## config.mk

```make
export PLATFORM = sky130hd
export DESIGN_NAME = ms_job_scheduler
export DESIGN_NICKNAME = d
export VERILOG_FILES = /design/src/rtl/ms_pkg.sv /design/src/rtl/rr_arbiter.sv /design/src/rtl/ms_job_scheduler.sv
export SDC_FILE = /design/constraint.sdc
export NUM_CORES = 1
export LEC_CHECK = 0
export BUFFER_PORTS_ARGS = -buffer_cell sky130_fd_sc_hd__buf_2
export CORE_ASPECT_RATIO = 1.2
export CORE_MARGIN = 2
export CORE_UTILIZATION = 55
export CTS_CLUSTER_DIAMETER = 50
export DETAILED_ROUTE_END_ITERATION = 10
export GPL_TIMING_DRIVEN = 0
export PLACE_DENSITY_LB_ADDON = 0.12
export SYNTH_ARGS = -nofsm -noshare
export SYNTH_HDL_FRONTEND = slang
export SYNTH_SLANG_ARGS = --single-unit
```

## constraint.sdc

```tcl
create_clock -name clk -period 4.1 [get_ports clk]
set_input_delay 0 -clock clk [delete_from_list [all_inputs] [get_ports clk]]
set_output_delay 0 -clock clk [all_outputs]
set_load 0.05 [all_outputs]
```

## src/rtl/ms_pkg.sv

```systemverilog
// rtl/ms_pkg.sv - shared types and constants for the maze-solver job scheduler
package ms_pkg;

  localparam int MAZE_BITS = 225;
  localparam int MAZE_DIM  = 15;

  typedef logic [3:0] coord_t;

  typedef enum logic [2:0] {
    S_ARB,
    S_LOAD,
    S_WAIT,
    S_RUN,
    S_KILL
  } sched_state_e;

endpackage

```

## src/rtl/rr_arbiter.sv

```systemverilog
// rtl/rr_arbiter.sv - rotating-pointer round-robin arbiter, pointer advances past each winner
module rr_arbiter #(
  parameter int N_REQ = 4
) (
  input  logic             clk,
  input  logic             rst,
  input  logic [N_REQ-1:0] req,
  input  logic             advance,
  output logic [N_REQ-1:0] gnt,
  output logic [2:0]       idx,
  output logic             any
);

  logic [2:0]       ptr_q, ptr_d;
  logic [N_REQ-1:0] rot;
  logic [2:0]       sel;
  logic [3:0]       sum;

  // Rotate so bit 0 is the pointer position; the first set bit is the winner.
  always_comb begin
    rot = N_REQ'({req, req} >> ptr_q);
    any = 1'b0;
    sel = 3'd0;
    for (int i = 0; i < N_REQ; i++) begin
      if (!any && rot[i]) begin
        any = 1'b1;
        sel = 3'(i);
      end
    end
    sum = 4'(ptr_q) + 4'(sel);
    if (sum >= 4'(N_REQ)) begin
      sum = sum - 4'(N_REQ);
    end
    idx = 3'(sum);
    gnt = any ? (N_REQ'(1) << idx) : '0;
  end

  always_comb begin
    ptr_d = ptr_q;
    if (advance && any) begin
      ptr_d = (idx == 3'(N_REQ - 1)) ? 3'd0 : idx + 3'd1;
    end
  end

  always_ff @(posedge clk) begin
    if (rst) begin
      ptr_q <= 3'd0;
    end else begin
      ptr_q <= ptr_d;
    end
  end

endmodule

```

## src/rtl/ms_job_scheduler.sv

```systemverilog
// rtl/ms_job_scheduler.sv - shares one maze-solver core between requesters, with timeout abort
module ms_job_scheduler
  import ms_pkg::*;
#(
  parameter int N_REQ   = 4,
  parameter int TIMEOUT = 4096
) (
  input  logic             clk,
  input  logic             rst,
  input  logic [N_REQ-1:0] req,
  output logic [N_REQ-1:0] gnt,
  output logic [7:0]       src_addr,
  input  logic [N_REQ-1:0] src_data,
  output logic             ms_rst_n,
  output logic             ms_in_valid,
  output logic             ms_maze,
  input  logic             ms_out_valid,
  input  logic             ms_not_valid,
  input  logic [3:0]       ms_x,
  input  logic [3:0]       ms_y,
  output logic             res_valid,
  output logic [3:0]       res_x,
  output logic [3:0]       res_y,
  output logic [2:0]       res_id,
  output logic             done,
  output logic             fail,
  output logic             timeout,
  output logic [7:0]       path_len
);

  localparam logic [11:0] LOAD_LAST = 12'(MAZE_BITS - 1);
  localparam logic [11:0] TMO_LAST  = 12'(TIMEOUT - 1);

  sched_state_e     state_q, state_d;
  logic [N_REQ-1:0] gnt_q, gnt_d;
  logic [2:0]       owner_q, owner_d;
  logic [11:0]      cnt_q, cnt_d;
  logic             maze_q, maze_d;
  logic             in_valid_q, in_valid_d;
  logic             rstn_q, rstn_d;
  logic             res_valid_q, res_valid_d;
  coord_t           res_x_q, res_x_d, res_y_q, res_y_d;
  logic [7:0]       plen_q, plen_d;
  logic             nv_q, nv_d;
  logic             done_q, done_d, fail_q, fail_d, tmo_q, tmo_d;

  logic             arb_adv, arb_any;
  logic [N_REQ-1:0] arb_gnt;
  logic [2:0]       arb_idx;

  rr_arbiter #(.N_REQ(N_REQ)) u_arb (
    .clk    (clk),
    .rst    (rst),
    .req    (req),
    .advance(arb_adv),
    .gnt    (arb_gnt),
    .idx    (arb_idx),
    .any    (arb_any)
  );

  always_comb begin
    state_d     = state_q;
    gnt_d       = gnt_q;
    owner_d     = owner_q;
    cnt_d       = cnt_q;
    maze_d      = 1'b0;
    in_valid_d  = 1'b0;
    rstn_d      = 1'b1;
    res_valid_d = 1'b0;
    res_x_d     = res_x_q;
    res_y_d     = res_y_q;
    plen_d      = plen_q;
    nv_d        = nv_q;
    done_d      = 1'b0;
    fail_d      = 1'b0;
    tmo_d       = 1'b0;
    arb_adv     = 1'b0;
    case (state_q)
      S_ARB: begin
        if (arb_any) begin
          arb_adv = 1'b1;
          gnt_d   = arb_gnt;
          owner_d = arb_idx;
          cnt_d   = 12'd0;
          plen_d  = 8'd0;
          nv_d    = 1'b0;
          state_d = S_LOAD;
        end
      end
      S_LOAD: begin
        // The core drops its bit count on any in_valid gap, so the load never stalls.
        maze_d     = |(src_data & gnt_q);
        in_valid_d = 1'b1;
        if (cnt_q == LOAD_LAST) begin
          cnt_d   = 12'd0;
          state_d = S_WAIT;
        end else begin
          cnt_d = cnt_q + 12'd1;
        end
      end
      S_WAIT: begin
        if (ms_out_valid) begin
          state_d = S_RUN;
          if (ms_not_valid) begin
            nv_d = 1'b1;
          end else begin
            res_valid_d = 1'b1;
            res_x_d     = ms_x;
            res_y_d     = ms_y;
            plen_d      = 8'd1;
          end
        end else if (cnt_q == TMO_LAST) begin
          cnt_d   = 12'd0;
          rstn_d  = 1'b0;
          state_d = S_KILL;
        end else begin
          cnt_d = cnt_q + 12'd1;
        end
      end
      S_RUN: begin
        if (ms_out_valid) begin
          if (!nv_q) begin
            res_valid_d = 1'b1;
            res_x_d     = ms_x;
            res_y_d     = ms_y;
            plen_d      = (plen_q == 8'hFF) ? plen_q : plen_q + 8'd1;
          end
        end else begin
          done_d  = 1'b1;
          fail_d  = nv_q;
          gnt_d   = '0;
          state_d = S_ARB;
        end
      end
      S_KILL: begin
        rstn_d = 1'b0;
        if (cnt_q == 12'd1) begin
          rstn_d  = 1'b1;
          done_d  = 1'b1;
          fail_d  = 1'b1;
          tmo_d   = 1'b1;
          gnt_d   = '0;
          state_d = S_ARB;
        end else begin
          cnt_d = cnt_q + 12'd1;
        end
      end
      default: state_d = S_ARB;
    endcase
  end

  always_ff @(posedge clk) begin
    if (rst) begin
      state_q     <= S_ARB;
      gnt_q       <= '0;
      owner_q     <= 3'd0;
      cnt_q       <= 12'd0;
      maze_q      <= 1'b0;
      in_valid_q  <= 1'b0;
      rstn_q      <= 1'b0;
      res_valid_q <= 1'b0;
      res_x_q     <= '0;
      res_y_q     <= '0;
      plen_q      <= 8'd0;
      nv_q        <= 1'b0;
      done_q      <= 1'b0;
      fail_q      <= 1'b0;
      tmo_q       <= 1'b0;
    end else begin
      state_q     <= state_d;
      gnt_q       <= gnt_d;
      owner_q     <= owner_d;
      cnt_q       <= cnt_d;
      maze_q      <= maze_d;
      in_valid_q  <= in_valid_d;
      rstn_q      <= rstn_d;
      res_valid_q <= res_valid_d;
      res_x_q     <= res_x_d;
      res_y_q     <= res_y_d;
      plen_q      <= plen_d;
      nv_q        <= nv_d;
      done_q      <= done_d;
      fail_q      <= fail_d;
      tmo_q       <= tmo_d;
    end
  end

  // rstn_q is cleared by rst, which holds the core in reset one cycle past rst release.
  assign ms_rst_n    = rstn_q & ~rst;
  assign gnt         = gnt_q;
  assign src_addr    = (state_q == S_LOAD) ? cnt_q[7:0] : 8'd0;
  assign ms_in_valid = in_valid_q;
  assign ms_maze     = maze_q;
  assign res_valid   = res_valid_q;
  assign res_x       = res_x_q;
  assign res_y       = res_y_q;
  assign res_id      = owner_q;
  assign done        = done_q;
  assign fail        = fail_q;
  assign timeout     = tmo_q;
  assign path_len    = plen_q;

endmodule

```

### Word level (Yosys, flattened, before mapping)

Index checks and enable logic that the tools add are counted.

* add/sub/neg operators: 5
* order comparisons: 1
* equal/unequal tests: 22
* shifts and indexed selects: 2
* multiplexer cells: 64
* bitwise operators: 5
* reductions and logical operators: 23

Operators by type and width (number)
* 12-bit two-way mux: 5
* 8-bit two-way mux: 7
* 12-bit case mux with 4 select lines: 1
* 4-bit two-way mux: 11
* 3-bit two-way mux: 8
* 8-bit case mux with 3 select lines: 1
* 2-bit inequality test, second input constant: 11
* 1-bit two-way mux: 20
* 4-bit case mux with 2 select lines: 2
* 3-bit case mux with 5 select lines: 1
* 12-bit by 1-bit adder with 12-bit output, second input constant: 1
* 12-bit by 1-bit equality test with 1-bit output, second input constant: 1
* 12-bit equality test, second input constant: 1
* 12-bit by 8-bit equality test with 1-bit output, second input constant: 1
* 4-bit case mux with 3 select lines: 1
* 4-bit AND reduction: 3
* 1-bit case mux with 2 select lines: 5
* 5-bit AND reduction: 2
* 3-bit by 2-bit equality test with 1-bit output, second input constant: 3
* 8-bit by 1-bit adder with 8-bit output, second input constant: 1
* 8-bit equality test, second input constant: 1
* 8-bit by 3-bit >> shifter with 4-bit output: 1
* 7-bit AND reduction: 1
* 3-bit nonzero test: 2
* other kinds (21): 31

* bits in registers: 49
* bits of input ports: 20
* output and inout port bits: 38
* word-level logic and storage cells: 138

### Logic depth before layout (Yosys ltp)

* word-level depth: 17
* depth in mapped cells: 13
* depth with buffers taken out: 13

### By module

A second synthesis with hierarchy kept.

* cell total of the unflattened synthesis: 318
* area, all modules: 2876.5 µm²

By module, submodules not included
* ms_job_scheduler: instances 1, cells each 257, area each 2372.3 µm², seq. area each 920.9 µm²
* rr_arbiter: instances 1, cells each 61, area each 504.2 µm², seq. area each 60.1 µm²

### Least setup slack after synthesis

No wires, ideal clock.

* path kind: reg-to-reg
* start: register u_arb.ptr_q[0]
* end: register gnt_q[0], in the netlist gnt[0]
* library setup time: 117 ps
* arrival time: 2717 ps
* required time: 3983 ps
* setup slack: 1266 ps
* stages on the path, launching flop included: 9
* buffers on the path: 0
* clock period less this slack: 2834 ps
* cell sequence: dfxtp_1 > mux2_2 > or2_2 > o31ai_1 > inv_1 > fa_1 > or3b_2 > and3_1 > a22o_1

* word-level cells in the longest chain between the ends: 17
* elaborated cells on any way between the ends: 23
* classes of those cells: add/sub (2); order compare (1); eq/ne (1); shift (2); mux (10); reduce/logical (7)

RTL lines
* start, declared: RTL line rr_arbiter.sv:14 `logic [2:0] ptr_q, ptr_d;`
* start signal, assigned: RTL line rr_arbiter.sv:49 `ptr_q <= ptr_d;`
* 8-bit by 3-bit >> shifter with 4-bit output: RTL line rr_arbiter.sv:21 `rot = N_REQ'({req, req} >> ptr_q);`
* 1-bit two-way mux: RTL line rr_arbiter.sv:25 `if (!any && rot[i]) begin`
* 1-bit logical NOT: RTL line rr_arbiter.sv:25
* 1-bit logical AND: RTL line rr_arbiter.sv:25
* 1-bit two-way mux: RTL line rr_arbiter.sv:25
* 1-bit logical NOT: RTL line rr_arbiter.sv:25
* 1-bit logical AND: RTL line rr_arbiter.sv:25
* 1-bit two-way mux: RTL line rr_arbiter.sv:25
* 1-bit logical NOT: RTL line rr_arbiter.sv:25
* 1-bit logical AND: RTL line rr_arbiter.sv:25
* 2-bit two-way mux: RTL line rr_arbiter.sv:25
* 3-bit by 2-bit adder with 4-bit output: RTL line rr_arbiter.sv:30 `sum = 4'(ptr_q) + 4'(sel);`
* 4-bit by 3-bit >= comparator with 1-bit output or 3-bit subtractor (tied branches): RTL line rr_arbiter.sv:31, rr_arbiter.sv:32
* 3-bit two-way mux: RTL line rr_arbiter.sv:31 `if (sum >= 4'(N_REQ)) begin`
* 1-bit by 3-bit << shifter with 4-bit output: RTL line rr_arbiter.sv:35 `gnt = any ? (N_REQ'(1) << idx) : '0;`
* 4-bit two-way mux: RTL line ms_job_scheduler.sv:80 `if (arb_any) begin`
* 4-bit case mux with 3 select lines: RTL line ms_job_scheduler.sv:78 `case (state_q)`
* end signal, assigned: RTL line ms_job_scheduler.sv:171 `gnt_q <= gnt_d;`
* end, declared: RTL line ms_job_scheduler.sv:35 `logic [N_REQ-1:0] gnt_q, gnt_d;`

Parallel ways exist; a longest one is shown, timed or not. The select of a mux whose other input is x is not followed.
A chain may end at the register's enable or synchronous reset.

### Worst setup path after layout

* start: register u_arb.ptr_q[0]
* end: register gnt_q[1], in the netlist gnt[1]

Same word-level chain as after synthesis.

==> flow_summary.rst <==
.. list-table::
   :header-rows: 1

   * - Metric
     - Value
   * - Setup TNS
     - 0 ns
   * - Placement-stage worst setup slack
     - 1.08 ns
   * - Worst setup slack after layout
     - 1.05 ns
   * - Initial Utilization
     - between 50% and 60%
   * - Max H-tree Level
     - 2
   * - Synth Flop Type
     - sky130_fd_sc_hd__dfxtp_1
   * - Maximum number of pins on one net before global-route repair
     - 17
   * - Highest clock frequency the design can meet
     - roughly 0.33 GHz
   * - Die height
     - ~80 µm
   * - Antenna Violating Nets Remaining
     - 0
   * - Quantity of gates resized following cts
     - 0
   * - Clock network latency to the later pin of the worst-skew pair
     - roughly 0.31 ns
   * - Clock Tree Buf Depth
     - 2
   * - HP Class
     - input pin to flip-flop
   * - Post-DR vias/cell
     - 5.89
   * - Number of buffers created by CTS
     - 5
   * - Tot GR Track Use
     - 25.8%
   * - Number of slew-limit violations in the final report
     - 0
   * - Status
     - finished, violations left
   * - Worst Clk Skew
     - 0.00845 ns
   * - Final Wtd Congestion
     - 0.885
   * - Clock Sinks
     - a little under 50
   * - Root Buffer Master
     - sky130_fd_sc_hd__clkbuf_8
   * - Vias in the first global route
     - 2457
   * - First-pass GRT wire length
     - 11.0 mm
   * - Synth-to-layout area growth
     - 20.1%
   * - Reg clk slew, reported paths
     - approximately 0.09 ns
   * - Die Wd
     - 68.9 µm
   * - Fillcell total
     - 427
   * - Post-synth cell types
     - 65
   * - Combinational fraction of design power
     - 47.4%
   * - Sequential share of power
     - 33.1%
   * - Hold Vio Cnt, Final
     - 1
   * - Final cell utilization of the core
     - 68.0%
   * - Capture point of the worst path
     - gnt[1]
   * - Number of standard-cell rows in the floorplan
     - 28
   * - Number of top-level pins
     - 58
   * - Clock tree from TritonCTS
     - built
   * - Most area-hungry cell type in the Yosys netlist
     - sky130_fd_sc_hd__dfxtp_1
   * - Placeable core region
     - 4900 µm²
   * - Sort of element at the end of the critical path
     - flip-flop
   * - Initial DRC count
     - 226
   * - Share of final-layout standard cells stronger than drive strength 1
     - 22.0%
   * - Number of standard cells in the final layout excluding fillers
     - 456
   * - Number of detailed-routing iterations run before antenna repair
     - 4
   * - RSZ-0062 raised after global routing
     - no
   * - Synthesized area per cell
     - approximately 8.6 µm²
   * - Dpl hpwl
     - 4.99 mm
   * - Switching Share
     - 43.7%
   * - DRC
     - 0
   * - Synth Instances
     - between 300 and 400
   * - Minimum period implied by the final worst setup slack
     - 3.05 ns
   * - Worst hold margin
     - -0.00224 ns
   * - Transition time at the pin with the least slew margin
     - around 0.61 ns
   * - Register bit count reported by yosys
     - just under 50
   * - Final Cycle Share
     - around three quarters
   * - Combined area of all synthesized cells
     - roughly 2800 µm²
   * - Routed Wire Length
     - 6.89 mm
   * - Count of port buffers added during placement
     - 56
   * - Setup-violating endpoint count in the final report
     - 0
   * - VDD IR max
     - 347 µV
   * - Number of antenna cells inserted
     - 0
   * - Cell count after placement
     - 439
   * - Required time worst endpoint
     - 4.30 ns
   * - Clock group share of total power
     - 19.5%
   * - Reg-to-reg endpoint
     - gnt[1]
   * - Leakage
     - 1.43 nW
   * - Warning count from the yosys run
     - 0
   * - Post-synthesis sequential area ratio
     - around a third
   * - Worst setup slack for register-to-register paths
     - 1.05 ns
   * - Final Net Count
     - 426
   * - Number of antenna violations at the first check in global routing
     - 0
   * - Routed WL per cell
     - 15.1 µm
   * - Post-Synthesis Net Count
     - 354
   * - Violated checks
     - hold timing
   * - Area of the die
     - 5640 µm²
   * - Max-cap viol count
     - 0
   * - Leading cell type by number of instances after synthesis
     - sky130_fd_sc_hd__dfxtp_1
   * - Fraction of registers with async set/reset
     - 0%
   * - Total congestion overflow after global routing
     - 0
   * - Worst EP arrival
     - 3.25 ns
   * - RR Startpoint
     - u_arb.ptr_q[0]
   * - Cell-internal power
     - 1.02 mW
   * - Main area contributors after synthesis
     - sky130_fd_sc_hd__dfxtp_1 (35%), sky130_fd_sc_hd__mux2i_1 (4.7%), sky130_fd_sc_hd__nor2_1 (4.6%)
   * - Area fraction of the dominant cell type after synthesis
     - 35.3%
   * - CP max FO
     - 8
   * - Net switching power figure
     - 0.791 mW
   * - Launch point of the worst path
     - u_arb.ptr_q[0]
   * - Vias
     - ~2700
   * - Synth cell count leaders
     - sky130_fd_sc_hd__dfxtp_1 (49), sky130_fd_sc_hd__nor2_1 (34), sky130_fd_sc_hd__nand2_1 (22), sky130_fd_sc_hd__inv_1 (18), sky130_fd_sc_hd__mux2i_1 (13)
   * - Critical Path Start Type
     - flip-flop
   * - Number of flops mapped to enable cells by yosys
     - 0
   * - Power per cell area
     - approximately 540 nW/µm²
   * - Critical path class
     - flip-flop to flip-flop
   * - Worst slew margin relative to its limit
     - 59.4%
   * - Register-to-Register Path Depth
     - 8
[repair_timing]
item | CTS | global route
hold buffers | 9 | 0
hold endpoints to repair | 9 | 0
buffers inserted | 0 | 0
[routing by layer]
layer	GRT usage [%]	part of all wire (%)	wire length [µm]
met5	0	0	0
met4	10.2	2.3	158
met3	4.52	3.9	269
met2	43.9	50	3440
met1	31.7	44	3020
[cell type report]
type | count | area [µm²] | share of cell area [%]
Sequential cell | 49 | 981 | 29.4
Tap cell | 60 | 75.1 | 2.25
Clock buffer | 5 | 68.8 | 2.06
Inverter | 18 | 67.6 | 2.03
Clock inverter | 3 | 43.8 | 1.31
Buffer | 14 | 73.8 | 2.21
Timing Repair Buffer | 65 | 370 | 11.1
Multi-Input combinational cell | 242 | 1660 | 49.6
[metrics by stage]
stage          power (mW)  area, µm²
2_1_floorplan        1.26       2780
3_3_place_gp         1.44       3130
3_5_place_dp         1.46       3130
4_1_cts              1.82       3340
5_1_grt              1.93       3340
6_report             1.81       3340
[cell usage in the layout, fill, tap and decap left out, types with 6 or more instances in the layout]
cell type                       Yosys  routed
sky130_fd_sc_hd__nand3_1           12      12
sky130_fd_sc_hd__dfxtp_1           49      49
sky130_fd_sc_hd__and2_1             9       9
sky130_fd_sc_hd__nor2b_1           10      10
sky130_fd_sc_hd__clkbuf_1           9       9
sky130_fd_sc_hd__o31ai_1            6       6
sky130_fd_sc_hd__mux2i_1           13      13
sky130_fd_sc_hd__a21oi_1            7       7
sky130_fd_sc_hd__nand2_1           22      22
sky130_fd_sc_hd__nor3_1            12      12
sky130_fd_sc_hd__nor2_1            34      34
sky130_fd_sc_hd__dlygate4sd3_1      0       9
sky130_fd_sc_hd__and3_1            10      10
sky130_fd_sc_hd__buf_2              2      58
sky130_fd_sc_hd__inv_1             18      18
sky130_fd_sc_hd__ha_1              10      10
[critical path, stage by stage, from the launching register on]
cell and delay (ns):
sky130_fd_sc_hd__dfxtp_1 0.49, sky130_fd_sc_hd__mux2_2 0.39, sky130_fd_sc_hd__or2_2 0.29, sky130_fd_sc_hd__o31ai_1 0.31, sky130_fd_sc_hd__inv_1 0.11, sky130_fd_sc_hd__fa_1 0.38
sky130_fd_sc_hd__or3b_2 0.52, sky130_fd_sc_hd__and3_1 0.24, sky130_fd_sc_hd__a22o_1 0.23
[worst min-delay path by stage]
stage	start	to	slack (ns)	cells after the start
after floorplan	rst	timeout	0.1	1
after global placement	ms_x[0]	res_x[0]	0.23	3
after detailed placement	ms_x[1]	res_x[1]	0.25	3
after CTS	src_data[3]	ms_maze	0.004	3
after global routing	src_data[3]	ms_maze	0.02	3
final	src_data[3]	ms_maze	-0.002	3
[state kept, by name, indices dropped and copies added (netlist names), 3 cells and up]
name / flops
res_id: 3
res_y: 4
u_arb.ptr_q: 3
state_q: 3
res_x: 4
gnt: 4
path_len: 8
cnt_q: 12
[power by group through the flow]
stage          Sequential (mW)  Combinational [mW]  Clock [mW]
3_5_place_dp             0.609               0.851           0
3_3_place_gp             0.607               0.831           0
6_report                 0.600               0.859       0.353
4_1_cts                  0.598               0.859       0.359
5_1_grt                  0.609               0.946       0.376
2_1_floorplan            0.721               0.537           0
[cell families after synthesis]
logic type	Yosys count	share of synthesized area, %
AO/OA/AOI/OAI	70	19.6
AND/OR/NAND/NOR	145	28.9
adder cells (fa/ha/maj)	11	5.23
buffers and inverters	32	5.09
multiplexers	16	5.90
flip-flops	49	35.3
Power figures use the tool's default switching activity.
